--- config.mk ---
export PLATFORM = sky130hd
export DESIGN_NAME = rr_arbiter
export DESIGN_NICKNAME = d
export VERILOG_FILES = /design/src/rtl/rr_arb_pkg.sv /design/src/rtl/rr_arbiter_decoder.sv /design/src/rtl/rr_arbiter.sv
export SDC_FILE = /design/constraint.sdc
export NUM_CORES = 1
export LEC_CHECK = 0
export BUFFER_PORTS_ARGS = -buffer_cell sky130_fd_sc_hd__buf_2
export CORE_UTILIZATION = 35
export CTS_CLUSTER_SIZE = 28
export DETAILED_ROUTE_END_ITERATION = 6
export PLACE_DENSITY = 0.49
export RECOVER_POWER = 25
export SLEW_MARGIN = 20
export SYNTH_ARGS = -nofsm -noshare
export SYNTH_HDL_FRONTEND = slang
export SYNTH_SLANG_ARGS = --single-unit
--- constraint.sdc ---
create_clock -name i_clk -period 4.25 [get_ports i_clk]
set_input_delay 0.85 -clock i_clk [delete_from_list [all_inputs] [get_ports i_clk]]
set_output_delay 0.85 -clock i_clk [all_outputs]
set_load 0.005 [all_outputs]
--- src/rtl/rr_arb_pkg.sv ---
// Shared definitions for the round-robin arbiter.
package rr_arb_pkg;

    typedef enum logic {
        StIdle = 1'b0,
        StBusy = 1'b1
    } arb_state_e;

endpackage

--- src/rtl/rr_arbiter_decoder.sv ---
// Binary-to-one-hot decoder with an enable; all-zero output when disabled.
module rr_arbiter_decoder #(
    parameter int unsigned ONE_HOT_WIDTH = 4
) (
    input  logic [$clog2(ONE_HOT_WIDTH)-1:0] idx,
    input  logic                             en,
    output logic [ONE_HOT_WIDTH-1:0]         one_hot
);

    localparam int unsigned IW = $clog2(ONE_HOT_WIDTH);

    always_comb begin
        one_hot = '0;
        for (int k = 0; k < int'(ONE_HOT_WIDTH); k++) begin
            one_hot[k] = en && (idx == IW'(k));
        end
    end

endmodule

--- src/rtl/rr_arbiter.sv ---
// Round-robin arbiter with rotating priority pointer, zero-bubble hand-over
// and hold-time preemption after MAX_HOLD consecutive granted cycles.
module rr_arbiter
    import rr_arb_pkg::*;
#(
    parameter int unsigned REQ_NUM  = 4,
    parameter int unsigned MAX_HOLD = 8
) (
    input  logic                       i_clk,
    input  logic                       i_rst,
    input  logic [REQ_NUM-1:0]         i_req,
    output logic [REQ_NUM-1:0]         o_gnt,
    output logic [$clog2(REQ_NUM)-1:0] o_gnt_idx,
    output logic                       o_gnt_valid
);

    localparam int unsigned IW = $clog2(REQ_NUM);
    localparam int unsigned CW = $clog2(MAX_HOLD + 1);

    arb_state_e      state_q, state_d;
    logic [IW-1:0]   ptr_q, ptr_d;
    logic [IW-1:0]   idx_q, idx_d;
    logic [CW-1:0]   cnt_q, cnt_d;

    logic [REQ_NUM-1:0] search_mask;
    logic               owner_req;
    logic               found;
    logic [IW-1:0]      sel;
    logic               hold_expired;

    // o_gnt is zero in idle, so masking it out excludes only a current owner.
    assign search_mask  = i_req & ~o_gnt;
    assign owner_req    = |(i_req & o_gnt);
    assign hold_expired = (cnt_q == CW'(MAX_HOLD));

    always_comb begin
        int pos;
        found = 1'b0;
        sel   = '0;
        pos   = 0;
        for (int i = 0; i < int'(REQ_NUM); i++) begin
            pos = int'(ptr_q) + i;
            if (pos >= int'(REQ_NUM)) begin
                pos = pos - int'(REQ_NUM);
            end
            if (!found && search_mask[pos]) begin
                found = 1'b1;
                sel   = IW'(pos);
            end
        end
    end

    always_comb begin
        state_d = state_q;
        ptr_d   = ptr_q;
        idx_d   = idx_q;
        cnt_d   = cnt_q;
        unique case (state_q)
            StIdle: begin
                if (found) begin
                    state_d = StBusy;
                    idx_d   = sel;
                    cnt_d   = CW'(1);
                    ptr_d   = (sel == IW'(REQ_NUM - 1)) ? '0 : sel + 1'b1;
                end
            end
            StBusy: begin
                if (!owner_req || (hold_expired && found)) begin
                    if (found) begin
                        idx_d = sel;
                        cnt_d = CW'(1);
                        ptr_d = (sel == IW'(REQ_NUM - 1)) ? '0 : sel + 1'b1;
                    end else begin
                        state_d = StIdle;
                        idx_d   = '0;
                        cnt_d   = '0;
                    end
                end else if (!hold_expired) begin
                    cnt_d = cnt_q + 1'b1;
                end
            end
            default: begin
                state_d = StIdle;
                idx_d   = '0;
                cnt_d   = '0;
            end
        endcase
    end

    always_ff @(posedge i_clk or posedge i_rst) begin
        if (i_rst) begin
            state_q <= StIdle;
            ptr_q   <= '0;
            idx_q   <= '0;
            cnt_q   <= '0;
        end else begin
            state_q <= state_d;
            ptr_q   <= ptr_d;
            idx_q   <= idx_d;
            cnt_q   <= cnt_d;
        end
    end

    assign o_gnt_valid = (state_q == StBusy);
    assign o_gnt_idx   = idx_q;

    rr_arbiter_decoder #(
        .ONE_HOT_WIDTH(REQ_NUM)
    ) u_decoder (
        .idx    (o_gnt_idx),
        .en     (o_gnt_valid),
        .one_hot(o_gnt)
    );

endmodule

==> flow_summary.ini, run 1 <==
[logic_synthesis]
yosysWarnings = 0
yosysMostFrequentCell = dfrtp_1
synth_cell_type_count = 46
synth_top_area_frac = 0.262
async_reset_ff_frac = 1.00
synth_common_cells = dfrtp_1, nand2_1, nor2_1
ys_ff_latch = 9
syn_inst = 99
synth_flop_cell = dfrtp_1
synth_edf_count = 0
ys_seq_area_frac = 0.262
synth.largest_area_cell = dfrtp_1
syn_area_sq_um = 861
synth_fp_nets = 107
avgSynthCellArea_sq_um = 8.70
synth_area_leaders = dfrtp_1, a21oi_1, nand2b_1

[critical_path]
critPathSlowestCell = dfrtp_1
cpPeakStageDelay_ns = 0.73
path_buf_inv = 0
cp-end-kind = flip-flop
crit_family = simple AND/OR/NAND/NOR gates
worstPathMaxFanout = 17
required_ns = 4.40
critPathLaunchType = flip-flop
crit_chain = xnor2_2 -> o221ai_2 -> or4b_1 -> nand2_2 -> mux2_2
cp.arrival_ns = 2.70
critical_path_class = flip-flop to flip-flop

[clock_network]
cts-root-buf = clkbuf_4
clk_latency_ns = 0.26
cts_tree = built
clock_path_buffers = 2
cts_hold_buffers = 0
cts_buffers = 3
clock_sinks = 9
ctsResizeCount = 0
htree_levels = 1
clk_pin_slew_worst_paths_ns = 0.06
cts_post_setup_buffers_inserted = 0

[floorplan]
pin_count = 13
rows = 17
die_h_um = 51.6
die_width_um = 51.6
die_area_sq_um = 2660
initial_core_util = 0.382
coreArea_sq_um = 2250

[routing]
wire_per_inst_um = 13.9
vias = 770
totalWireLength_mm = 1.91
ant_nets = 0
first_pass_iters = 4
drc_errors = 0
drtIter0Drc = 12
drt-vias-per-instance = 5.62

[sta]
rsz0062_at_grt = false
max_freq_mhz = 392
finalMaxSlewViolations = 0
skew_ns = 0.00356
slew_headroom = 0.595
finalCritPeriodShare = 0.600
tightest_slew_ns = 0.607
report.final.setup_viol = 0
fin_setup_tns_ns = 0
finalHoldViolCount = 0
fin_crit_ns = 2.55

[global_routing]
grt-ovfl-total = 0
met2_usage = 0.253
top_usage_layer = met2
met1_usage = 0.238
grt_max_degree = 18
grt_pass1_vias = 700
grt_pass1_wl_mm = 3.32
met3_usage = 0.0526
track_usage = 0.170
grt_antenna_before_repair = 0

[run]
drv_cap = 0

[finish]
n_antenna_cell = 0
drive_above_1_share = 0.266
layout.nets = 118
syn2layout_area_growth_pct = 9.45
layout.cells.non_filler = 137
fillers = 245

[power]
vdd_ir_drop_max_uv = 351
leakagePower_nw = 0.407
p_per_area_nw_per_um2 = 870

[place]
hpwlAfterDp_mm = 1.43
gp_congestion = 0.806
port_buffers = 12
dp_cells = 133

[hold_path]
hold_class = primary input to asynchronous set/reset pin

[run_status]
outcome = finished, final reports clean
-- worst paths after layout --
kind                       depth (start not counted)                 start                        to  slack [ns]
max                                                5  ptr_q[0]$_DFFE_PP0P_      ptr_q[0]$_DFFE_PP0P_        1.70
min                                                2                 i_rst      cnt_q[2]$_DFFE_PP0P_        0.55
max reg2reg                                        5  ptr_q[0]$_DFFE_PP0P_      ptr_q[0]$_DFFE_PP0P_        1.70
min reg2reg                                        2  cnt_q[3]$_DFFE_PP0P_      cnt_q[3]$_DFFE_PP0P_        0.58
max in group asynchronous                          2                 i_rst  o_gnt_idx[1]$_DFFE_PP0P_        3.43
min in group i_clk                                 2  cnt_q[3]$_DFFE_PP0P_      cnt_q[3]$_DFFE_PP0P_        0.58
-- cell type report --
class | instances | area (sq um) | area share
clock buffers | 4 | 26.3 | 0.0279
flip-flops and latches | 9 | 225 | 0.239
multi-input cells | 81 | 584 | 0.620
repair buffers | 12 | 60.1 | 0.0637
well taps | 28 | 35.0 | 0.0372
inverters | 3 | 11.3 | 0.0120
-- cells by family (layout without fill, tap and decap cells) --
family | count (synthesis) | after routing | synth area share
flops | 9 | 9 | 0.262
compound gates | 32 | 32 | 0.282
mux | 4 | 4 | 0.0625
xor+xnor | 1 | 1 | 0.0189
simple gates | 42 | 42 | 0.286
buf+inv | 9 | 19 | 0.0596
fa+ha+maj | 2 | 2 | 0.0291
-- cell usage in the layout (no fill, tap or decap), types with 2 or more instances in the layout --
| cell type | synthesis | routed |
|---|---|---|
| buf_2 | 2 | 12 |
| nand2b_1 | 5 | 5 |
| mux2i_1 | 2 | 2 |
| a31oi_1 | 2 | 2 |
| o21ai_0 | 6 | 6 |
| ha_1 | 2 | 2 |
| nor2_1 | 8 | 8 |
| nand4b_1 | 2 | 2 |
| nor2b_1 | 3 | 3 |
| o21ai_1 | 2 | 2 |
| nand3_1 | 5 | 5 |
| clkbuf_4 | 0 | 3 |
| nand2_1 | 8 | 8 |
| inv_1 | 3 | 3 |
| a21oi_1 | 7 | 7 |
| dfrtp_1 | 9 | 9 |
-- state kept, by name, summed over array words and instances, names as in the netlist --
name and count:
o_gnt_idx 2, ptr_q 2, cnt_q 4, o_gnt_valid 1
-- per-stage QoR --
| stage | area (sq um) | setup slack (ns) | util | total power (W) | hold WS, ns |
|---|---|---|---|---|---|
| global placement | 916 | 1.67 | 0.406 | 0.000754 | 0.548 |
| finish | 942 | 1.70 | 0.418 | 0.000819 | 0.551 |
| floorplan | 861 | 1.91 | - | 0.000648 | 0.498 |
| global route | 942 | 1.56 | 0.418 | 0.000906 | 0.586 |
| CTS | 942 | 1.72 | 0.418 | 0.000821 | 0.559 |
| detailed placement | 916 | 1.65 | 0.406 | 0.000750 | 0.568 |
-- power breakdown --
group          switching [W]  leakage, nW  internal (W)
logic               0.000285        0.285      0.000251
clock network      0.0000311       0.0150     0.0000362
registers          0.0000926        0.107      0.000124
-- metal layers --
layer	vias up	part of all wire
met3	2	0.027
met5	-	0
met2	8	0.45
li1	392	-
met4	0	0.0058
met1	368	0.52
Note: power is estimated with default switching activity, not from simulation.
==> run 2, diff against run 1 <==
--- a/config.mk
+++ b/config.mk
@@ -9,7 +9,7 @@
 export CORE_UTILIZATION = 35
 export CTS_CLUSTER_SIZE = 28
 export DETAILED_ROUTE_END_ITERATION = 6
-export PLACE_DENSITY = 0.49
+export PLACE_DENSITY = 0.51
 export RECOVER_POWER = 25
 export SLEW_MARGIN = 20
 export SYNTH_ARGS = -nofsm -noshare
==> constraint.sdc (replaced) <==
create_clock -name i_clk -period 2.29 [get_ports i_clk]
set_input_delay 0.458 -clock i_clk [delete_from_list [all_inputs] [get_ports i_clk]]
set_output_delay 0.458 -clock i_clk [all_outputs]
set_load 0.005 [all_outputs]
==> run 2 against run 1 <==
Largest power group unchanged. Core utilization up 4.1 points. Critical path type unchanged. Register-to-register slack worse by 1.5 ns. Highest routed layer unchanged. Clock power up 82%.
==> flow_summary.ini, run 2 (same netlist as run 1, synthesis figures left out) <==
[run_status]
outcome = finished, final reports clean

[global_routing]
grt_antenna_before_repair = 0
grt-ovfl-total = 0
grt_max_degree = 12
grt_pass1_vias = 754
grt_pass1_wl_mm = 3.44
track_usage = 0.170

[run]
drv_cap = 0

[clock_network]
htree_levels = 1
cts_post_setup_buffers_inserted = 0
cts_tree = built
clk_pin_slew_worst_paths_ns = 0.06
clk_latency_ns = 0.26
cts_hold_buffers = 0
clock_path_buffers = 2
clock_sinks = 9
cts-root-buf = clkbuf_4
cts_buffers = 3

[sta]
max_freq_mhz = 473
report.final.setup_viol = 0
skew_ns = 0.00121
tightest_slew_ns = 0.566
finalMaxSlewViolations = 0
rsz0062_at_grt = false
fin_crit_ns = 2.12
finalCritPeriodShare = 0.924
slew_headroom = 0.621
finalHoldViolCount = 0
fin_setup_tns_ns = 0
whs_ns = 0.153

[power]
p_per_area_nw_per_um2 = 1680
finalPower_w = 0.00173
leakagePower_nw = 0.457
vdd_ir_drop_max_uv = 826

[routing]
drc_errors = 0
wire_per_inst_um = 13.5
vias = 798
totalWireLength_mm = 1.99
drt-vias-per-instance = 5.43
drtIter0Drc = 19
ant_nets = 0
first_pass_iters = 4

[place]
gp_congestion = 0.782
port_buffers = 12
dp_cells = 143
hpwlAfterDp_mm = 1.51

[critical_path]
critPathLaunchType = flip-flop
reg2regPathDepth = 5
cp.arrival_ns = 2.26
worstPathMaxFanout = 9
cp-end-kind = flip-flop
endpoint = ptr_q[0]$_DFFE_PP0P_
critical_path_class = flip-flop to flip-flop
required_ns = 2.43
r2r_start = ptr_q[0]$_DFFE_PP0P_
crit_start = ptr_q[0]$_DFFE_PP0P_
rrSetupSlack_ns = 0.17
rr_endpoint = ptr_q[0]$_DFFE_PP0P_

[floorplan]
coreArea_sq_um = 2250
initial_core_util = 0.382
die_h_um = 51.6
pin_count = 13
die_area_sq_um = 2660
die_width_um = 51.6
rows = 17

[finish]
largest_register = cnt_q
final_cell_mix = buf_2, buf_4, nand2_1, nor2_1, dfrtp_1
syn2layout_area_growth_pct = 20.1
n_antenna_cell = 0
layout.cells.non_filler = 147
final_common_cell = buf_2
largest_reg_flops = 4
drive_above_1_share = 0.345
register_area_sq_um = 226
fillers = 243
multi_input_area_sq_um = 599
post-route-util = 0.458
layout.nets = 128

[hold_path]
hold_class = primary input to asynchronous set/reset pin
run 2: cell type report:
type                       instances  area share
timing repair buffer              22       0.131
sequential                         9       0.219
inverter                           3      0.0109
multi-input combinational         81       0.580
tap                               28      0.0339
clock buffer                       4      0.0254
run 2: per-layer routing:
| layer | vias to the layer above | GRT usage | wire length, um |
|---|---|---|---|
| met5 | - | 0 | 0 |
| met4 | 0 | 0.0631 | 14 |
| met3 | 2 | 0.0263 | 29 |
| met2 | 5 | 0.271 | 904 |
| met1 | 384 | 0.232 | 1040 |
| li1 | 407 | - | - |
run 2: critical path, stage by stage (launching register included):
cell and delay [ns]:
dfrtp_2 0.49, xnor2_4 0.19, o221ai_2 0.31, or4b_4 0.57, nand2_2 0.10, mux2_2 0.34
run 2: stage by stage:
step | area (sq um) | setup slack (ns)
3_5_place_dp | 991 | 0.0293
5_1_grt | 1030 | 0.0751
3_3_place_gp | 991 | 0.0407
6_report | 1030 | 0.174
2_1_floorplan | 861 | 0.175
4_1_cts | 1020 | 0.0862
run 2: how the worst min path moves through the flow:
stage,depth (start not counted),to,startpoint
6_report,2,ptr_q[1]$_DFFE_PP0P_,i_rst
5_1_grt,2,ptr_q[1]$_DFFE_PP0P_,i_rst
4_1_cts,2,ptr_q[1]$_DFFE_PP0P_,i_rst
3_5_place_dp,2,ptr_q[1]$_DFFE_PP0P_,i_rst
3_3_place_gp,2,cnt_q[2]$_DFFE_PP0P_,i_rst
2_1_floorplan,1,cnt_q[0]$_DFFE_PP0P_,i_rst
run 2: power breakdown:
part,switching [W],total [W],internal [W]
logic,0.000631,0.00126,0.000627
clock network,0.0000556,0.000123,0.0000672
registers,0.000121,0.000354,0.000233
total,0.000807,0.00173,0.000927
run 2: what timing repair did:
item,4_1_cts,5_1_grt
resized for setup,1,2
gates cloned,0,0
endpoints found under the setup margin,1,3
==> run 3, diff against run 2 <==
--- a/config.mk
+++ b/config.mk
@@ -9,9 +9,10 @@
 export CORE_UTILIZATION = 35
 export CTS_CLUSTER_SIZE = 28
 export DETAILED_ROUTE_END_ITERATION = 6
-export PLACE_DENSITY = 0.51
+export PLACE_DENSITY = 0.53
 export RECOVER_POWER = 25
 export SLEW_MARGIN = 20
 export SYNTH_ARGS = -nofsm -noshare
 export SYNTH_HDL_FRONTEND = slang
+export SYNTH_HIERARCHICAL = 1
 export SYNTH_SLANG_ARGS = --single-unit
==> run 3 against run 2 <==
Sequential share of layout area up 6.5 points. Flip-flop and latch count did not move. First-iteration DRC count rose by 5.3%. Critical path depth up 1. Sequential power decreased by 9.3%. Core utilization is 0.94 points lower. Cell count down 22%. Clock power is essentially flat. Global-route usage fell by 0.85 points. Synthesized cell count shrank 26%. Maximum frequency grew 7.3%. Critical path type unchanged. Largest cell class unchanged.
==> flow_summary.ini, run 3 <==
[power]
vdd_ir_drop_max_uv = 628
p_per_area_nw_per_um2 = 1400
leakagePower_nw = 0.363

[clock_network]
cts_tree = built
clock_path_buffers = 2
cts-root-buf = clkbuf_4
htree_levels = 1
ctsResizeCount = 0
clk_pin_slew_worst_paths_ns = 0.07
cts_hold_buffers = 0
clk_latency_ns = 0.26
cts_buffers = 3
cts_post_setup_buffers_inserted = 0
clock_sinks = 9

[finish]
drive_above_1_share = 0.267
largest_register = cnt_q
register_area_sq_um = 225
layout.cells.non_filler = 115
n_antenna_cell = 0
largest_reg_flops = 4
syn2layout_area_growth_pct = 18.8
multi_input_area_sq_um = 427
final_cell_mix = buf_2, dfrtp_1, o21ai_0, nor2_1
fillers = 197
layout.nets = 99
final_common_cell = buf_2

[routing]
wire_per_inst_um = 12.4
vias = 613
ant_nets = 0
drc_errors = 0
drt-vias-per-instance = 5.33
totalWireLength_mm = 1.43
first_pass_iters = 4
drtIter0Drc = 20

[place]
port_buffers = 12
gp_congestion = 0.818
dp_cells = 111
pre_cts_ws_ns = 0.346
hpwlAfterDp_mm = 1.11

[global_routing]
grt_pass1_wl_mm = 2.42
grt_antenna_before_repair = 0
grt-ovfl-total = 0
track_usage = 0.162
grt_pass1_vias = 577
grt_max_degree = 11

[sta]
fin_setup_tns_ns = 0
skew_ns = 0.00953
finalHoldViolCount = 0
report.final.setup_viol = 0
finalCritPeriodShare = 0.861
fin_ws_ns = 0.318
whs_ns = 0.144
max_freq_mhz = 507
fin_crit_ns = 1.97
tightest_slew_ns = 0.404
finalMaxSlewViolations = 0
rsz0062_at_grt = false
slew_headroom = 0.728

[logic_synthesis]
synth.area.mux_share = 0
synth-simple-area-share = 0.319
synth_cell_type_count = 31
async_reset_ff_frac = 1.00
synth-xor-area-share = 0.0131
synth_common_cells = dfrtp_1, o21ai_0, nor2_1
synth_compound_area_frac = 0.270
syn_area_sq_um = 667
synth_edf_count = 0
syn_inst = 73
avgSynthCellArea_sq_um = 9.14
synth.largest_area_cell = dfrtp_1
synth_top_family_by_area = simple AND/OR/NAND/NOR gates
synth_top_area_frac = 0.338
yosysWarnings = 6
ys_ff_latch = 9
ys_seq_area_frac = 0.338
synth_flop_cell = dfrtp_1
yosysMostFrequentCell = dfrtp_1
synth_area_leaders = dfrtp_1, o21ai_0, nor2b_4
synth_fp_nets = 81
synth_fa_ha_area_frac = 0.0375

[floorplan]
coreArea_sq_um = 1760
initial_core_util = 0.378
die_area_sq_um = 2080
die_width_um = 45.7
pin_count = 13
rows = 15
die_h_um = 45.7

[critical_path]
required_ns = 2.44
crit_family = simple AND/OR/NAND/NOR gates
rrSetupSlack_ns = 0.32
crit_chain = nor3b_2 -> nor2b_1 -> or4_4 -> nor2_4 -> o32ai_2 -> a22o_1
cp-end-kind = flip-flop
worstPathMaxFanout = 10
reg2regPathDepth = 6
critical_path_class = flip-flop to flip-flop
critPathLaunchType = flip-flop
cp.arrival_ns = 2.13
path_buf_inv = 0
critPathSlowestCell = dfrtp_1
rr_endpoint = cnt_q[1]$_DFFE_PP0P_
cpPeakStageDelay_ns = 0.50
r2r_start = o_gnt_valid$_DFF_PP0_

[hold_path]
hold_class = primary input to asynchronous set/reset pin

[run_status]
outcome = finished, final reports clean

[run]
drv_cap = 0
run 3: stage by stage:
step,power (W),instance area [sq um],util
floorplan,0.000802,667,-
global placement,0.000989,766,0.434
detailed placement,0.000982,766,0.434
CTS,0.00111,792,0.449
global route,0.00121,792,0.449
finish,0.00111,792,0.449
run 3: kinds of logic after synthesis:
kind of cell | Yosys count
and+or+nand+nor | 31
adders and majority gates | 2
buffers and inverters | 4
AOI/OAI and AO/OA | 26
DFF | 9
xor gates and xnor gates | 1
run 3: where the power goes:
part,switching [W],internal [W],total [W]
logic,0.000359,0.000304,0.000663
clock network,0.0000558,0.0000671,0.000123
registers,0.0000908,0.000230,0.000321
run 3: worst max-delay path by stage:
stage,end,cells past startpoint,from,slack (ns)
3_3_place_gp,cnt_q[1]$_DFFE_PP0P_,6,o_gnt_valid$_DFF_PP0_,0.36
4_1_cts,cnt_q[1]$_DFFE_PP0P_,6,o_gnt_valid$_DFF_PP0_,0.33
6_report,cnt_q[1]$_DFFE_PP0P_,6,o_gnt_valid$_DFF_PP0_,0.32
3_5_place_dp,cnt_q[1]$_DFFE_PP0P_,6,o_gnt_valid$_DFF_PP0_,0.35
5_1_grt,cnt_q[1]$_DFFE_PP0P_,6,o_gnt_valid$_DFF_PP0_,0.20
2_1_floorplan,cnt_q[1]$_DFFE_PP0P_,6,o_gnt_valid$_DFF_PP0_,0.43
run 3: cell type report:
cell class | instances | area share
Sequential cell | 9 | 0.284
Clock buffer | 4 | 0.0332
Multi-Input combinational cell | 60 | 0.539
Inverter | 4 | 0.0190
Timing Repair Buffer | 13 | 0.0853
Tap cell | 25 | 0.0395
run 3: metal layers:
metal / share of wire / track usage / wire (um) / up-vias
li1: - / - / - / 308
met3: 0.044 / 0.0675 / 63 / 2
met5: 0 / 0 / 0 / -
met1: 0.49 / 0.221 / 701 / 285
met4: 0.0056 / 0.0424 / 8 / 0
met2: 0.46 / 0.234 / 653 / 18
